File: config.mk
export PLATFORM = sky130hd
export DESIGN_NAME = memu
export DESIGN_NICKNAME = d
export VERILOG_FILES = /design/src/rtl/memu_pkg.sv /design/src/rtl/memu_align.sv /design/src/rtl/memu.sv
export SDC_FILE = /design/constraint.sdc
export NUM_CORES = 1
export LEC_CHECK = 0
export ABC_AREA = 1
export BUFFER_PORTS_ARGS = -buffer_cell sky130_fd_sc_hd__buf_2
export CAP_MARGIN = 20
export CORE_AREA = 4 4 177 179
export CTS_CLUSTER_DIAMETER = 40
export DETAILED_ROUTE_END_ITERATION = 7
export DIE_AREA = 0 0 181 183
export GPL_ROUTABILITY_DRIVEN = 0
export PLACE_DENSITY = 0.65
export SLEW_MARGIN = 25
export SYNTH_ARGS = -nofsm -noshare
export SYNTH_HDL_FRONTEND = slang
export SYNTH_SLANG_ARGS = --single-unit
File: constraint.sdc
create_clock -name clk -period 1.8 [get_ports clk]
set_input_delay 0.27 -clock clk [delete_from_list [all_inputs] [get_ports clk]]
set_output_delay 0.27 -clock clk [all_outputs]
set_load 0.01 [all_outputs]
File: src/rtl/memu_pkg.sv
// Shared types for the MEM stage: bus layouts, FSM states, mem_op encodings.
// Optional build macro used by memu: MEMU_MISALIGN_TRAP_EN.
package memu_pkg;

    localparam int unsigned XLEN = 32;

    typedef enum logic [1:0] {StIdle, StReq, StWait, StDone} mem_state_e;

    // Loads and stores share the funct3-style encoding space.
    localparam logic [2:0] MEM_LB  = 3'b000;
    localparam logic [2:0] MEM_LH  = 3'b001;
    localparam logic [2:0] MEM_LW  = 3'b010;
    localparam logic [2:0] MEM_LBU = 3'b100;
    localparam logic [2:0] MEM_LHU = 3'b101;
    localparam logic [2:0] MEM_SB  = 3'b000;
    localparam logic [2:0] MEM_SH  = 3'b001;
    localparam logic [2:0] MEM_SW  = 3'b010;

    typedef struct packed {
        logic [XLEN-1:0] pc;
        logic [XLEN-1:0] instr;
        logic [XLEN-1:0] pc_4;
        logic            reg_wen;
        logic [1:0]      reg_wb_sel;
        logic [4:0]      reg_waddr;
        logic [XLEN-1:0] alu_out;
        logic            mem_ren;
        logic            mem_wen;
        logic [2:0]      mem_op;
        logic [XLEN-1:0] store_data;
        logic            branch_taken;
    } ex_mem_t;

    typedef struct packed {
        logic [XLEN-1:0] pc;
        logic [XLEN-1:0] instr;
        logic [XLEN-1:0] pc_4;
        logic            reg_wen;
        logic [1:0]      reg_wb_sel;
        logic [4:0]      reg_waddr;
        logic [XLEN-1:0] alu_out;
        logic [XLEN-1:0] mem_out;
        logic            branch_taken;
    } mem_wb_t;

    localparam int unsigned EX_MEM_BUS_WIDTH = $bits(ex_mem_t);
    localparam int unsigned MEM_WB_BUS_WIDTH = $bits(mem_wb_t);

    function automatic logic is_misaligned(input ex_mem_t b);
        logic half_bad;
        logic word_bad;
        half_bad = (b.mem_op[1:0] == 2'b01) && b.alu_out[0];
        word_bad = (b.mem_op[1:0] == 2'b10) && (b.alu_out[1:0] != 2'b00);
        return (b.mem_ren || b.mem_wen) && (half_bad || word_bad);
    endfunction

endpackage

File: src/rtl/memu_align.sv
// Combinational lane logic: load byte/half extraction with extension, store
// replication and byte-strobe generation.
module memu_align
    import memu_pkg::*;
(
    input  logic [2:0]      mem_op,
    input  logic [1:0]      addr_lo,
    input  logic            is_store,
    input  logic [XLEN-1:0] rdata,
    input  logic [XLEN-1:0] store_data,
    output logic [XLEN-1:0] load_data,
    output logic [XLEN-1:0] wdata,
    output logic [3:0]      wmask
);

    logic [XLEN-1:0] shifted;

    always_comb begin
        shifted = rdata >> {addr_lo, 3'b000};
        case (mem_op)
            MEM_LB:  load_data = {{24{shifted[7]}}, shifted[7:0]};
            MEM_LH:  load_data = {{16{shifted[15]}}, shifted[15:0]};
            MEM_LW:  load_data = rdata;
            MEM_LBU: load_data = {24'd0, shifted[7:0]};
            MEM_LHU: load_data = {16'd0, shifted[15:0]};
            default: load_data = '0;
        endcase
    end

    always_comb begin
        wdata = store_data;
        wmask = 4'b0000;
        case (mem_op)
            MEM_SB: begin
                wdata = {4{store_data[7:0]}};
                wmask = 4'b0001 << addr_lo;
            end
            MEM_SH: begin
                wdata = {2{store_data[15:0]}};
                wmask = 4'b0011 << addr_lo;
            end
            MEM_SW: wmask = 4'b1111;
            default: wmask = 4'b0000;
        endcase
        if (!is_store) begin
            wmask = 4'b0000;
        end
    end

endmodule

File: src/rtl/memu.sv
// MEM pipeline stage: valid/ready stage register plus a request/response FSM.
// Build macro MEMU_MISALIGN_TRAP_EN turns misaligned accesses into a flagged no-op.
module memu
    import memu_pkg::*;
#(
    parameter int unsigned DATA_WIDTH = 32,
    parameter int unsigned ADDR_WIDTH = 32
) (
    input  logic                        clk,
    input  logic                        rst,
    input  logic [EX_MEM_BUS_WIDTH-1:0] ex_mem_bus,
    input  logic                        s_valid,
    output logic                        s_ready,
    output logic [MEM_WB_BUS_WIDTH-1:0] mem_wb_bus,
    output logic                        m_valid,
    input  logic                        m_ready,
    output logic [4:0]                  ex_mem_reg_waddr,
    output logic                        ex_mem_reg_wen,
    output logic                        mem_req_valid,
    input  logic                        mem_req_ready,
    output logic [ADDR_WIDTH-1:0]       mem_req_addr,
    output logic                        mem_req_wen,
    output logic [DATA_WIDTH-1:0]       mem_req_wdata,
    output logic [DATA_WIDTH/8-1:0]     mem_req_wmask,
    input  logic                        mem_rsp_valid,
    input  logic [DATA_WIDTH-1:0]       mem_rsp_rdata,
    output logic                        misalign_err
);

    localparam int unsigned StrbW = DATA_WIDTH / 8;

    ex_mem_t         in_bus;
    ex_mem_t         stage_q;
    logic            pipe_valid_q;
    mem_state_e      state_q, state_d;
    logic [XLEN-1:0] mem_out_q;
    logic [XLEN-1:0] load_data;
    logic [XLEN-1:0] wdata;
    logic [3:0]      wmask;
    logic            ready_go;
    logic            capture;
    logic            in_trap;
    logic            in_needs_mem;
    mem_wb_t         wb;

    assign in_bus   = ex_mem_t'(ex_mem_bus);
    assign ready_go = (state_q == StDone);
    assign s_ready  = ~pipe_valid_q | (m_ready & ready_go);
    assign m_valid  = pipe_valid_q & ready_go;
    assign capture  = s_valid & s_ready;

`ifdef MEMU_MISALIGN_TRAP_EN
    assign in_trap      = is_misaligned(in_bus);
    assign misalign_err = pipe_valid_q & ready_go & is_misaligned(stage_q);
`else
    assign in_trap      = 1'b0;
    assign misalign_err = 1'b0;
`endif

    // A trapped access completes without touching memory.
    assign in_needs_mem = (in_bus.mem_ren | in_bus.mem_wen) & ~in_trap;

    always_comb begin
        state_d = state_q;
        case (state_q)
            StIdle: begin
                if (capture) state_d = in_needs_mem ? StReq : StDone;
            end
            StReq: begin
                if (mem_req_ready) state_d = StWait;
            end
            StWait: begin
                if (mem_rsp_valid) state_d = StDone;
            end
            StDone: begin
                if (m_ready) begin
                    if (capture) state_d = in_needs_mem ? StReq : StDone;
                    else         state_d = StIdle;
                end
            end
            default: state_d = StIdle;
        endcase
    end

    always_ff @(posedge clk) begin
        if (rst) begin
            pipe_valid_q <= 1'b0;
            stage_q      <= '0;
            state_q      <= StIdle;
            mem_out_q    <= '0;
        end else begin
            state_q <= state_d;
            if (s_ready) pipe_valid_q <= s_valid;
            if (capture) begin
                stage_q   <= in_bus;
                mem_out_q <= '0;
            end else if (state_q == StWait && mem_rsp_valid && stage_q.mem_ren) begin
                mem_out_q <= load_data;
            end
        end
    end

    memu_align u_align (
        .mem_op     (stage_q.mem_op),
        .addr_lo    (stage_q.alu_out[1:0]),
        .is_store   (stage_q.mem_wen),
        .rdata      (XLEN'(mem_rsp_rdata)),
        .store_data (stage_q.store_data),
        .load_data  (load_data),
        .wdata      (wdata),
        .wmask      (wmask)
    );

    // Request fields come straight from the stage register, so they cannot
    // change while the request waits for acceptance.
    assign mem_req_valid = (state_q == StReq);
    assign mem_req_addr  = ADDR_WIDTH'(stage_q.alu_out);
    assign mem_req_wen   = stage_q.mem_wen;
    assign mem_req_wdata = DATA_WIDTH'(wdata);
    assign mem_req_wmask = StrbW'(wmask);

    assign ex_mem_reg_waddr = pipe_valid_q ? stage_q.reg_waddr : 5'd0;
    assign ex_mem_reg_wen   = pipe_valid_q & stage_q.reg_wen;

    always_comb begin
        wb.pc           = stage_q.pc;
        wb.instr        = stage_q.instr;
        wb.pc_4         = stage_q.pc_4;
        wb.reg_wen      = stage_q.reg_wen;
        wb.reg_wb_sel   = stage_q.reg_wb_sel;
        wb.reg_waddr    = stage_q.reg_waddr;
        wb.alu_out      = stage_q.alu_out;
        wb.mem_out      = mem_out_q;
        wb.branch_taken = stage_q.branch_taken;
    end

    assign mem_wb_bus = wb;

endmodule

==> qor_table.md <==
| Step | Parameter | Reported |
| --- | --- | --- |
| status | Status | finished, violations left |
| status | Failing checks | negative setup slack |
| setup path | Required @ worst endpoint | 1.53 ns |
| floorplanning | Standard-cell rows | 63 |
| setup path | Worst reg2reg setup slack | 0.10 ns |
| sta | Final Max Tran Viols | 0 |
| yosys | Per-instance average area after synthesis | 7.26 sq um |
| grt | GR Overflow Total | 0 |
| place | Half-perimeter wire length after placement | 24.6 mm |
| worst hold path | WHS Endpoint | mem_req_addr[5]$_SDFFE_PP0P_ |
| cells and area | Number of fill cells | 2794 |
| yosys | Area fraction of the dominant cell type after synthesis | 42.3% |
| setup path | Slowest cell on crit path | dfxtp_2 |
| setup path | Delay contributed by the slowest stage of the critical path | 0.33 ns |
| floorplanning | Die outline height | 183 um |
| yosys | Fraction of the yosys area taken by sequential cells | 42.3% |
| sta | Final period utilization | 118% |
| setup path | Capture point of the worst reg-to-reg path | mem_wb_bus[125]$_SDFFE_PP0P_ |
| cts | Insertion delay of the later-clocked pin in the worst-skew pair | 0.55 ns |
| cts | Clock transition at the registers of the reported paths | 0.06 ns |
| routing | Final ANT Viol Nets | 0 |
| place | Placed cell count | 2002 |
| yosys | Yosys top cell by area | dfxtp_1 |
| floorplanning | Die boundary width | 181 um |
| routing | DR vias/cell | 4.69 |
| grt | Total routing usage reported by global routing | 20.0% |
| run | Max-cap violations | 0 |
| power and ir drop | Worst IR Drop VDD | 0.595 mV |
| cells and area | Area growth, synth to finish | 43.3% |
| cells and area | Most used cells in the layout excluding fill and tap cells | buf_2 (446), nor2_1 (336), dfxtp_1 (205), o21ai_0 (188), nand2_1 (156) |
| place | # port buffers | 458 |
| floorplanning | Full die area | 0.0331 sq mm |
| cts | Clock sinks | 209 |
| cts | Root Buffer Master | clkbuf_16 |
| grt | Via count of the first global-routing pass | 10300 |
| grt | Wire length of the first global-routing pass | 55.0 mm |
| cells and area | Multi-input gate area | 0.00389 sq mm |
| routing | DRC errors left | 0 |
| cells and area | Most common cell after layout, fill and taps aside | buf_2 |
| worst hold path | Number of cells on the worst hold path | 3 |
| floorplanning | IO Pins | 460 |
| setup path | Launch point of the worst reg-to-reg path | state_q[1]$_SDFFE_PP0P_ |
| routing | Drt total wl | 35.2 mm |
| worst hold path | Start point of the worst min-delay path | ex_mem_bus[43] |
| setup path | Depth of the worst register-to-register path | 7 |
| cts | TritonCTS clock tree | done |
| floorplanning | Floorplan core area | 0.0296 sq mm |
| yosys | Total standard cell area after synthesis | 0.00990 sq mm |
| yosys | Yosys reg bits | 209 |
| setup path | Crit Path Max Fanout | 5 |
| power and ir drop | Total power consumption of the routed design | 14500 uW |
| sta | Final-report hold violation count | 0 |
| sta | Setup violation total in the final timing report | 28 |
| grt | Antenna violations before repair | 2 |
| routing | Routed wirelength normalized by instance count | 16.0 um |
| sta | Post-layout min period | 2.13 ns |
| cts | Clock Path Buffers | 3 |
| yosys | Mapped Nets | 1576 |
| setup path | Critical path endpoint category | primary output |
| yosys | Cell types with the largest area share after synthesis | dfxtp_1 (42%), buf_4 (14%), nor2_1 (13%), o21ai_0 (10%), nand2_1 (6.2%) |
| setup path | Crit path launch type | flop |
| setup path | Endpoint arrival time on the critical path | 1.86 ns |
| setup path | Cell occurring most often along the worst timing path | inv_4 |
| cts | Number of CTS-inserted buffers | 30 |
| setup path | Worst setup path category | reg -> out |
| floorplanning | Initial Utilization | 33.5% |
| yosys | Synthesized instance count | 1364 |
| routing | Detailed-router iteration count before antenna repair | 7 |
| cells and area | Share of post-route cells with drive strength above 1 | 34.8% |
| cells and area | Nets | 2003 |
| setup path | Cell-by-cell trace of the critical path | inv_4 -> nand2_4 -> nor2_4 -> inv_4 -> nand2_8 -> buf_12 -> mux2_4 -> buf_6 |
| worst hold path | Classification of the worst-slack hold path | in -> reg |
| sta | Maximum frequency from static timing analysis | 470 MHz |
| sta | Post-route worst setup slack | -0.328 ns |
| grt | Pin count of the biggest net entering global routing | 68 |
| sta | Final worst clock skew | 0.0159 ns |
| cells and area | Sequential cell area | 0.00419 sq mm |
| power and ir drop | Leak pwr | 0.00692 uW |
| yosys | Yosys synthesis warning count | 0 |
| yosys | Synth unique cells | 30 |
| power and ir drop | Cell Pwr Density | 1020 mW/mm^2 |
| cts | CTS H-tree lvls | 1 |
| routing | Starting DRC count in detailed routing | 581 |
| routing | Via Count | 10300 |
| sta | Setup repair after global routing missed its margin | yes |
| cells and area | Number of standard cells in the layout, taps in and fillers out | 2205 |
[logic make-up (layout without fill, tap and decap cells)]
group,after synthesis,in the layout,synth area share [%]
buffers and inverters,306,756,20.2
other,1,2,0.0379
and+or+nand+nor,580,580,23.3
muxes,5,5,0.569
DFF,209,209,42.3
AOI/OAI and AO/OA,263,263,13.5
[how the worst max path moves through the flow]
stage,end,start,depth (start not counted),slack [ns]
6_report,mem_req_wdata[18],stage_q[34]$_SDFFE_PP0P_,8,-0.33
5_1_grt,mem_req_wdata[13],stage_q[35]$_SDFFE_PP0P_,9,-0.41
4_1_cts,mem_req_wdata[16],stage_q[34]$_SDFFE_PP0P_,8,-0.34
3_5_place_dp,mem_req_wdata[16],stage_q[34]$_SDFFE_PP0P_,8,0.05
3_3_place_gp,mem_req_wdata[16],stage_q[34]$_SDFFE_PP0P_,8,0.08
2_1_floorplan,mem_req_wdata[16],stage_q[34]$_SDFFE_PP0P_,7,0.25
[critical path, delay by kind of cell (launching register included)]
kind / cells / cell delay [ns]
multiplexers: 1 / 0.30
buffers and inverters: 4 / 0.40
flip-flops: 1 / 0.33
AND/OR/NAND/NOR: 3 / 0.27
[stage by stage]
| stage | TNS [ns] | util [%] | setup WS, ns | hold slack [ns] | cell area (sq um) |
|---|---|---|---|---|---|
| after CTS | -8.57 | 47.8 | -0.343 | 0.000310 | 14100 |
| after floorplan | 0 | - | 0.245 | 0.339 | 9900 |
| after global placement | 0 | 38.5 | 0.0764 | 0.450 | 11400 |
| after global routing | -10.48 | 48.0 | -0.415 | 0.00785 | 14200 |
| after detailed placement | 0 | 38.5 | 0.0543 | 0.452 | 11400 |
| final | -7.85 | 48.0 | -0.328 | 0.0211 | 14200 |
[power by group]
group | internal (uW) | total, uW | switching [uW]
Clock | 3740 | 5960 | 2220
Sequential | 5020 | 5260 | 243
Combinational | 1440 | 3250 | 1800
Total | 10200 | 14500 | 4260
[area by class of cell]
type | count | share of cell area (%)
Timing Repair Buffer | 658 | 31.1
Sequential cell | 209 | 29.6
Multi-Input combinational cell | 849 | 27.4
Clock buffer | 38 | 5.64
Tap cell | 390 | 3.44
Clock inverter | 17 | 1.58
Inverter | 43 | 1.27
Antenna cell | 1 | 0.0176
[synthesized netlist by cell type]
library cell,n
o21ai_4,1
a31oi_1,1
o211ai_1,2
clkbuf_1,42
o21ai_0,201
mux2_2,5
clkbuf_2,1
buf_6,19
nor4_1,1
inv_1,36
buf_4,184
nand3_1,66
nand3_2,2
dfxtp_1,209
conb_1,1
nor2_2,1
a21oi_2,1
clkinv_1,2
nor2_4,1
inv_2,4
nor3_1,1
a21oi_1,54
nand2_1,163
buf_1,1
nand2_4,2
nand2_2,4
clkinv_2,1
o22ai_1,3
buf_2,16
nor2_1,339
[sequential cells by signal, summed over array words and instances (netlist names)]
signal	count
mem_out_q	32
mem_req_addr	32
mem_req_wen	1
mem_wb_bus	105
pipe_valid_q	1
stage_q	36
state_q	2
[repair_timing]
| action | CTS | global route |
|---|---|---|
| hold endpoints to repair | 139 | 0 |
| gates resized for setup | 69 | 20 |
| pin swaps | 6 | 5 |
| setup buffers | 8 | 0 |
| cloned | 2 | 0 |
| endpoints found under the setup margin | 29 | 39 |
| hold buffers | 138 | 0 |
[metal layers]
metal  GRT usage [%]  vias to the layer above  part of all wire [%]
met4            7.15                        2                   3.3
met3            6.21                       82                    10
li1                -                     5040                     -
met5               0                        -                 0.034
met1            23.8                     4703                    39
met2            34.4                      515                    48
Note: power is estimated with default switching activity, not from simulation.
